--- src/rtl/wb_stage_if.sv ---
// Writeback-stage bus: memory-stage inputs and the writeback-side outputs.
// The slave modport is the writeback stage; the master modport is whatever
// drives the memory-stage side and observes the register-file write port.
interface wb_stage_if;
  logic [8:0]  control_word_mem;   // {rf_wb, wb_src[1:0], pc_src, rd[4:0]}
  logic [31:0] ALU_result_mem;
  logic [31:0] memory_stage_data;
  logic [31:0] pc_plus4_mem;
  logic [31:0] target_pc;
  logic        valid_mem;
  logic        mem_rdy;
  logic        flush;
  logic        stall_mem;
  logic        rf_we;
  logic [4:0]  rf_waddr;
  logic [31:0] rf_wdata;
  logic        pc_redirect;
  logic [31:0] pc_redirect_target;
  logic        wb_valid;
  logic        load_err;
  logic [31:0] instret;

  modport slave (
    input  control_word_mem, ALU_result_mem, memory_stage_data, pc_plus4_mem,
           target_pc, valid_mem, mem_rdy, flush,
    output stall_mem, rf_we, rf_waddr, rf_wdata, pc_redirect,
           pc_redirect_target, wb_valid, load_err, instret
  );

  modport master (
    output control_word_mem, ALU_result_mem, memory_stage_data, pc_plus4_mem,
           target_pc, valid_mem, mem_rdy, flush,
    input  stall_mem, rf_we, rf_waddr, rf_wdata, pc_redirect,
           pc_redirect_target, wb_valid, load_err, instret
  );
endinterface

--- src/rtl/wb_stage.sv ---
// Writeback stage: selects the writeback value, drives the register-file
// write port and a one-cycle fetch redirect, stalls upstream while load data
// is outstanding and flags loads that wait too long (sticky load_err).
// Optional feature macro: WB_INSTRET_EN enables the 32-bit retired-instruction
// counter; without it instret is tied to zero.
module wb_stage #(
  parameter int unsigned LOAD_TIMEOUT = 8   // 1..255
) (
  input  logic       clk,
  input  logic       rst,                   // asynchronous, active-low
  wb_stage_if.slave  bus
);

  typedef enum logic [0:0] {
    IDLE = 1'b0,
    WAIT = 1'b1
  } state_t;

  localparam logic [7:0] TIMEOUT_C = 8'(LOAD_TIMEOUT);

  // Writeback value mux: 01 selects load data, 10 the link address, else ALU.
  function automatic logic [31:0] wb_mux(
    input logic [1:0]  src,
    input logic [31:0] alu,
    input logic [31:0] mdata,
    input logic [31:0] pc4
  );
    logic [31:0] r;
    case (src)
      2'b00:   r = alu;
      2'b01:   r = mdata;
      2'b10:   r = pc4;
      2'b11:   r = alu;
      default: r = alu;
    endcase
    return r;
  endfunction

  logic        rf_wb_s;
  logic [1:0]  wb_src_s;
  logic        pc_src_s;
  logic [4:0]  rd_s;
  logic        is_load_s;
  logic        stall_s;
  logic        accept_s;

  state_t      state_q, state_d;
  logic [7:0]  cnt_q, cnt_d;
  logic        load_err_q, load_err_d;
  logic        wb_valid_q, wb_valid_d;
  logic        rf_we_q, rf_we_d;
  logic [4:0]  rf_waddr_q, rf_waddr_d;
  logic [31:0] rf_wdata_q, rf_wdata_d;
  logic        pc_redirect_q, pc_redirect_d;
  logic [31:0] pc_redirect_target_q, pc_redirect_target_d;

  // Decode the control word and derive stall/accept; flush overrides everything.
  always_comb begin
    rf_wb_s   = bus.control_word_mem[8];
    wb_src_s  = bus.control_word_mem[7:6];
    pc_src_s  = bus.control_word_mem[5];
    rd_s      = bus.control_word_mem[4:0];
    is_load_s = bus.valid_mem & (wb_src_s == 2'b01);
    stall_s   = is_load_s & ~bus.mem_rdy & ~bus.flush;
    accept_s  = bus.valid_mem & ~bus.flush & ~(is_load_s & ~bus.mem_rdy);
  end

  // Load-wait FSM next state, wait counter (0 whenever IDLE) and sticky timeout.
  always_comb begin
    state_d    = state_q;
    cnt_d      = 8'd0;
    load_err_d = load_err_q;
    case (state_q)
      IDLE: begin
        if (stall_s) begin
          state_d = WAIT;
        end else begin
          state_d = IDLE;
        end
      end
      WAIT: begin
        if (bus.mem_rdy | bus.flush) begin
          state_d = IDLE;
        end else begin
          state_d = WAIT;
        end
      end
      default: state_d = IDLE;
    endcase
    if (state_d == WAIT) begin
      cnt_d = (cnt_q == 8'd255) ? 8'd255 : cnt_q + 8'd1;
    end else begin
      cnt_d = 8'd0;
    end
    if (cnt_d >= TIMEOUT_C) begin
      load_err_d = 1'b1;
    end else begin
      load_err_d = load_err_q;
    end
  end

  // Writeback register next values: load on accept, otherwise bubble and hold data.
  always_comb begin
    wb_valid_d           = 1'b0;
    rf_we_d              = 1'b0;
    pc_redirect_d        = 1'b0;
    rf_waddr_d           = rf_waddr_q;
    rf_wdata_d           = rf_wdata_q;
    pc_redirect_target_d = pc_redirect_target_q;
    if (accept_s) begin
      wb_valid_d           = 1'b1;
      rf_we_d              = rf_wb_s & (rd_s != 5'd0);
      rf_waddr_d           = rd_s;
      rf_wdata_d           = wb_mux(wb_src_s, bus.ALU_result_mem,
                                    bus.memory_stage_data, bus.pc_plus4_mem);
      pc_redirect_d        = pc_src_s;
      pc_redirect_target_d = bus.target_pc;
    end else begin
      wb_valid_d           = 1'b0;
      rf_we_d              = 1'b0;
      pc_redirect_d        = 1'b0;
    end
  end

  // State, counter, error flag and writeback registers.
  always_ff @(posedge clk or negedge rst) begin
    if (!rst) begin
      state_q              <= IDLE;
      cnt_q                <= 8'd0;
      load_err_q           <= 1'b0;
      wb_valid_q           <= 1'b0;
      rf_we_q              <= 1'b0;
      rf_waddr_q           <= 5'd0;
      rf_wdata_q           <= 32'd0;
      pc_redirect_q        <= 1'b0;
      pc_redirect_target_q <= 32'd0;
    end else begin
      state_q              <= state_d;
      cnt_q                <= cnt_d;
      load_err_q           <= load_err_d;
      wb_valid_q           <= wb_valid_d;
      rf_we_q              <= rf_we_d;
      rf_waddr_q           <= rf_waddr_d;
      rf_wdata_q           <= rf_wdata_d;
      pc_redirect_q        <= pc_redirect_d;
      pc_redirect_target_q <= pc_redirect_target_d;
    end
  end

`ifdef WB_INSTRET_EN
  logic [31:0] instret_q, instret_d;

  // Retired-instruction count; wraps naturally at 32 bits.
  always_comb begin
    if (accept_s) begin
      instret_d = instret_q + 32'd1;
    end else begin
      instret_d = instret_q;
    end
  end

  // Retired-instruction counter register.
  always_ff @(posedge clk or negedge rst) begin
    if (!rst) begin
      instret_q <= 32'd0;
    end else begin
      instret_q <= instret_d;
    end
  end

  assign bus.instret = instret_q;
`else
  assign bus.instret = 32'd0;
`endif

  assign bus.stall_mem          = stall_s;
  assign bus.wb_valid           = wb_valid_q;
  assign bus.rf_we              = rf_we_q;
  assign bus.rf_waddr           = rf_waddr_q;
  assign bus.rf_wdata           = rf_wdata_q;
  assign bus.pc_redirect        = pc_redirect_q;
  assign bus.pc_redirect_target = pc_redirect_target_q;
  assign bus.load_err           = load_err_q;

endmodule

--- src/flat_wrapper.sv ---
// flat-port wrapper written by rule: the top's interface ports become plain ports
module wb_stage_flat 
#(
  parameter int unsigned LOAD_TIMEOUT = 8            
)
  (clk, rst, bus_control_word_mem, bus_ALU_result_mem, bus_memory_stage_data, bus_pc_plus4_mem, bus_target_pc, bus_valid_mem, bus_mem_rdy, bus_flush, bus_stall_mem, bus_rf_we, bus_rf_waddr, bus_rf_wdata, bus_pc_redirect, bus_pc_redirect_target, bus_wb_valid, bus_load_err, bus_instret);
  wb_stage_if bus_i ();
  input  logic clk;
  input  logic rst;
  input wire logic [$bits(bus_i.control_word_mem)-1:0] bus_control_word_mem;
  input wire logic [$bits(bus_i.ALU_result_mem)-1:0] bus_ALU_result_mem;
  input wire logic [$bits(bus_i.memory_stage_data)-1:0] bus_memory_stage_data;
  input wire logic [$bits(bus_i.pc_plus4_mem)-1:0] bus_pc_plus4_mem;
  input wire logic [$bits(bus_i.target_pc)-1:0] bus_target_pc;
  input wire logic [$bits(bus_i.valid_mem)-1:0] bus_valid_mem;
  input wire logic [$bits(bus_i.mem_rdy)-1:0] bus_mem_rdy;
  input wire logic [$bits(bus_i.flush)-1:0] bus_flush;
  output wire logic [$bits(bus_i.stall_mem)-1:0] bus_stall_mem;
  output wire logic [$bits(bus_i.rf_we)-1:0] bus_rf_we;
  output wire logic [$bits(bus_i.rf_waddr)-1:0] bus_rf_waddr;
  output wire logic [$bits(bus_i.rf_wdata)-1:0] bus_rf_wdata;
  output wire logic [$bits(bus_i.pc_redirect)-1:0] bus_pc_redirect;
  output wire logic [$bits(bus_i.pc_redirect_target)-1:0] bus_pc_redirect_target;
  output wire logic [$bits(bus_i.wb_valid)-1:0] bus_wb_valid;
  output wire logic [$bits(bus_i.load_err)-1:0] bus_load_err;
  output wire logic [$bits(bus_i.instret)-1:0] bus_instret;
  assign bus_i.control_word_mem = bus_control_word_mem;
  assign bus_i.ALU_result_mem = bus_ALU_result_mem;
  assign bus_i.memory_stage_data = bus_memory_stage_data;
  assign bus_i.pc_plus4_mem = bus_pc_plus4_mem;
  assign bus_i.target_pc = bus_target_pc;
  assign bus_i.valid_mem = bus_valid_mem;
  assign bus_i.mem_rdy = bus_mem_rdy;
  assign bus_i.flush = bus_flush;
  assign bus_stall_mem = bus_i.stall_mem;
  assign bus_rf_we = bus_i.rf_we;
  assign bus_rf_waddr = bus_i.rf_waddr;
  assign bus_rf_wdata = bus_i.rf_wdata;
  assign bus_pc_redirect = bus_i.pc_redirect;
  assign bus_pc_redirect_target = bus_i.pc_redirect_target;
  assign bus_wb_valid = bus_i.wb_valid;
  assign bus_load_err = bus_i.load_err;
  assign bus_instret = bus_i.instret;
  wb_stage #(.LOAD_TIMEOUT(LOAD_TIMEOUT)) u_core (.clk(clk), .rst(rst), .bus(bus_i));
endmodule
--- config.mk ---
export PLATFORM = sky130hd
export DESIGN_NAME = wb_stage_flat
export DESIGN_NICKNAME = d
export VERILOG_FILES = /design/src/rtl/wb_stage_if.sv /design/src/rtl/wb_stage.sv /design/src/flat_wrapper.sv
export SDC_FILE = /design/constraint.sdc
export NUM_CORES = 1
export LEC_CHECK = 0
export CAP_MARGIN = 25
export CORE_AREA = 4 4 93 95
export CTS_BUF_LIST = sky130_fd_sc_hd__clkbuf_4 sky130_fd_sc_hd__clkbuf_8
export CTS_CLUSTER_SIZE = 14
export DETAILED_ROUTE_END_ITERATION = 12
export DIE_AREA = 0 0 97 99
export DONT_BUFFER_PORTS = 1
export PLACE_DENSITY = 0.68
export SYNTH_ARGS = -nofsm -noshare
export SYNTH_HDL_FRONTEND = slang
export SYNTH_SLANG_ARGS = --single-unit
--- constraint.sdc ---
create_clock -name clk -period 3.1 [get_ports clk]
set_input_delay 0.775 -clock clk [delete_from_list [all_inputs] [get_ports clk]]
set_output_delay 0.775 -clock clk [all_outputs]
set_load 0.1 [all_outputs]
==> flow_summary.toml <==
[global_route]
first_global_vias = 2965
antenna_found_initial = 0
grt_util_all_layers = 0.195
grt_pass1_wl_mm = 15.1
grt_max_degree = 83
gr-total-overflow = 0

[synth]
ys_ff_latch = 82
yosys.cell_types.count = 34
synth.top_cells.by_area = "dfrtp_1, nand2_1, a22oi_1"
synthArstFlopShare = 1.00
synth_most_common_cell = "nand2_1"
synth_largest_area_cell = "dfrtp_1"
synth_top_area_frac = 0.519
seq_area_frac_synth = 0.519
synth-edff-count = 0
syn_inst = 466
ys_warn_count = 0
synth_area_per_cell_sq_um = 8.48
synth_flop_cell = "dfrtp_1"
syn_area_sq_um = 3950
synth_common_cells = "nand2_1, dfrtp_1, a21oi_1"

[routing]
finalWirelength_mm = 9.55
drc = 0
drt_pass1_iterations = 4
antenna_left = 0
dr.first_iter.drc_count = 73
wl_per_cell_microns = 17.1
num_vias = 3019
viasPerCell = 5.41

[die]
fp-row-count = 32
die_x_microns = 97
die-area_sq_um = 9600
io_pins = 248
chipHeight_microns = 99
start_util = 0.512
core-area_sq_um = 7730

[power]
p_leak_nw = 2.03
ir_worst_vdd_v = 0.000332
p_per_area_nw_per_um2 = 864

[clocking]
htree_levels = 3
root_buffer = "clkbuf_8"
cts_buffer_depth = 2
tritoncts = "yes"
ctsHoldBuffers = 0
clkLatencyLatePin_ns = 0.34
cts_resized = 0
path_clk_slew_ns = 0.09
clkSinkCount = 82
cts_setup_buffers = 0
numCtsBuffers = 9

[min_path]
hold_class = "primary input to async pin"

[timing]
slew_headroom = 0.359
setup_viol = 0
period_share = 0.745
setup_tns_ns = 0
hold_violations = 0
max_freq_mhz = 433
fin_skew_ns = 0.00272
rsz0062_at_grt = "no"
slew_viol_final = 0
final.min_clock_period_ns = 2.31
tightest_slew_ns = 0.962

[layout]
multi_input_area_sq_um = 1660
fillers = 726
syn_to_final_growth_pct = 4.46
drive_above_1_share = 0.0636
fin_area_sq_um = 4130
register_area_sq_um = 2050
nets = 596
n_antenna_cell = 0

[flow_run]
cap_violations = 0

[worst_setup_path]
cp_max_fo = 3
cp-start-kind = "primary input"
worstSetupPathType = "primary input to primary output"
worstPathArrival_ns = 1.53
cp-end-kind = "primary output"
required_ns = 2.32

[place]
numPortBuffers = 0
place_area_sq_um = 3910
hpwl_mm = 7.14
gp_congestion = 0.860

[status]
run_status = "finished clean"
[worst max-delay path: stages]
cell,delay [ns]
inv_1,0.04
ha_2,0.21
nand2b_1,0.13
nor2_2,0.18
buf_12,0.20
[layout by cell type, fill, tap and decap left out, types with 2 or more instances in the layout]
| cell type | count |
|---|---|
| nand4_1 | 2 |
| conb_1 | 32 |
| or4_1 | 2 |
| a22oi_1 | 32 |
| ha_1 | 2 |
| a31oi_1 | 2 |
| clkinvlp_4 | 2 |
| a21oi_1 | 38 |
| inv_1 | 3 |
| clkbuf_8 | 9 |
| inv_6 | 3 |
| or3_1 | 3 |
| nand2_1 | 146 |
| nand2b_1 | 2 |
| nor2_1 | 35 |
| xnor2_1 | 2 |
| o21ai_0 | 34 |
| buf_12 | 2 |
| dfrtp_1 | 82 |
[routing by layer]
metal,GRT usage,up-vias,wire length [microns]
met5,0,-,0
met4,0.0648,0,100
met3,0.0644,11,855
met2,0.337,140,4950
met1,0.228,1417,3640
li1,-,1451,-
[per-stage QoR]
step            util  setup slack [ns]  cells  power (mW)  hold slack (ns)
6_report       0.534             0.791    558        3.57            0.117
3_5_place_dp   0.506             0.699    541        2.80            0.482
5_1_grt        0.534             0.716    558        3.72           0.0822
2_1_floorplan      -            0.0259    497        2.75            0.479
4_1_cts        0.533             0.772    557        3.60           0.0882
3_3_place_gp   0.506             0.762    541        2.79            0.481
[kinds of logic (layout without fill, tap and decap cells)]
group / after synthesis / count (layout) / synth area share
AO/OA/AOI/OAI: 109 / 109 / 0.162
XOR/XNOR: 2 / 2 / 0.00443
adder cells (fa/ha/maj): 3 / 3 / 0.00949
buffers and inverters: 66 / 25 / 0.0934
flip-flops: 82 / 82 / 0.519
multiplexers: 1 / 1 / 0.00253
other: 1 / 32 / 0.000948
AND/OR/NAND/NOR: 202 / 202 / 0.209
[power by group]
part           internal [mW]  switching, mW
logic                  0.106          0.321
clock network          0.386          0.411
registers               1.18           1.16
total                   1.68           1.89
[flip-flops by register name, summed over array words and instances (netlist names)]
signal and count:
u_core.bus.pc_redirect_target 32, u_core.bus.rf_wdata 32, u_core.cnt_q 8, u_core.bus.rf_waddr 5
u_core.bus.load_err 1, u_core.bus.pc_redirect 1, u_core.bus.rf_we 1, u_core.bus.wb_valid 1
u_core.state_q 1
[final timing paths]
path	start	endpoint	slack, ns	depth (start not counted)
worst max-delay path	bus_control_word_mem[7]	bus_stall_mem	0.79	5
worst min-delay path	rst	u_core.bus.rf_wdata[5]	0.12	0
worst max register to register	u_core.cnt_q[0]	u_core.bus.load_err	0.98	5
worst min register to register	u_core.cnt_q[0]	u_core.cnt_q[0]	0.56	1
max in group asynchronous	rst	u_core.bus.wb_valid	2.83	0
min in group clk	bus_target_pc[29]	u_core.bus.pc_redirect_target[29]	0.53	2
[cell type report]
type / count / area share
inverters: 5 / 0.00485
repair buffers: 4 / 0.0151
well taps: 102 / 0.0309
multi-input cells: 349 / 0.402
clock buffers: 9 / 0.0300
flip-flops and latches: 82 / 0.497
clock inverters: 7 / 0.0200
Note: power is estimated with default switching activity, not from simulation.
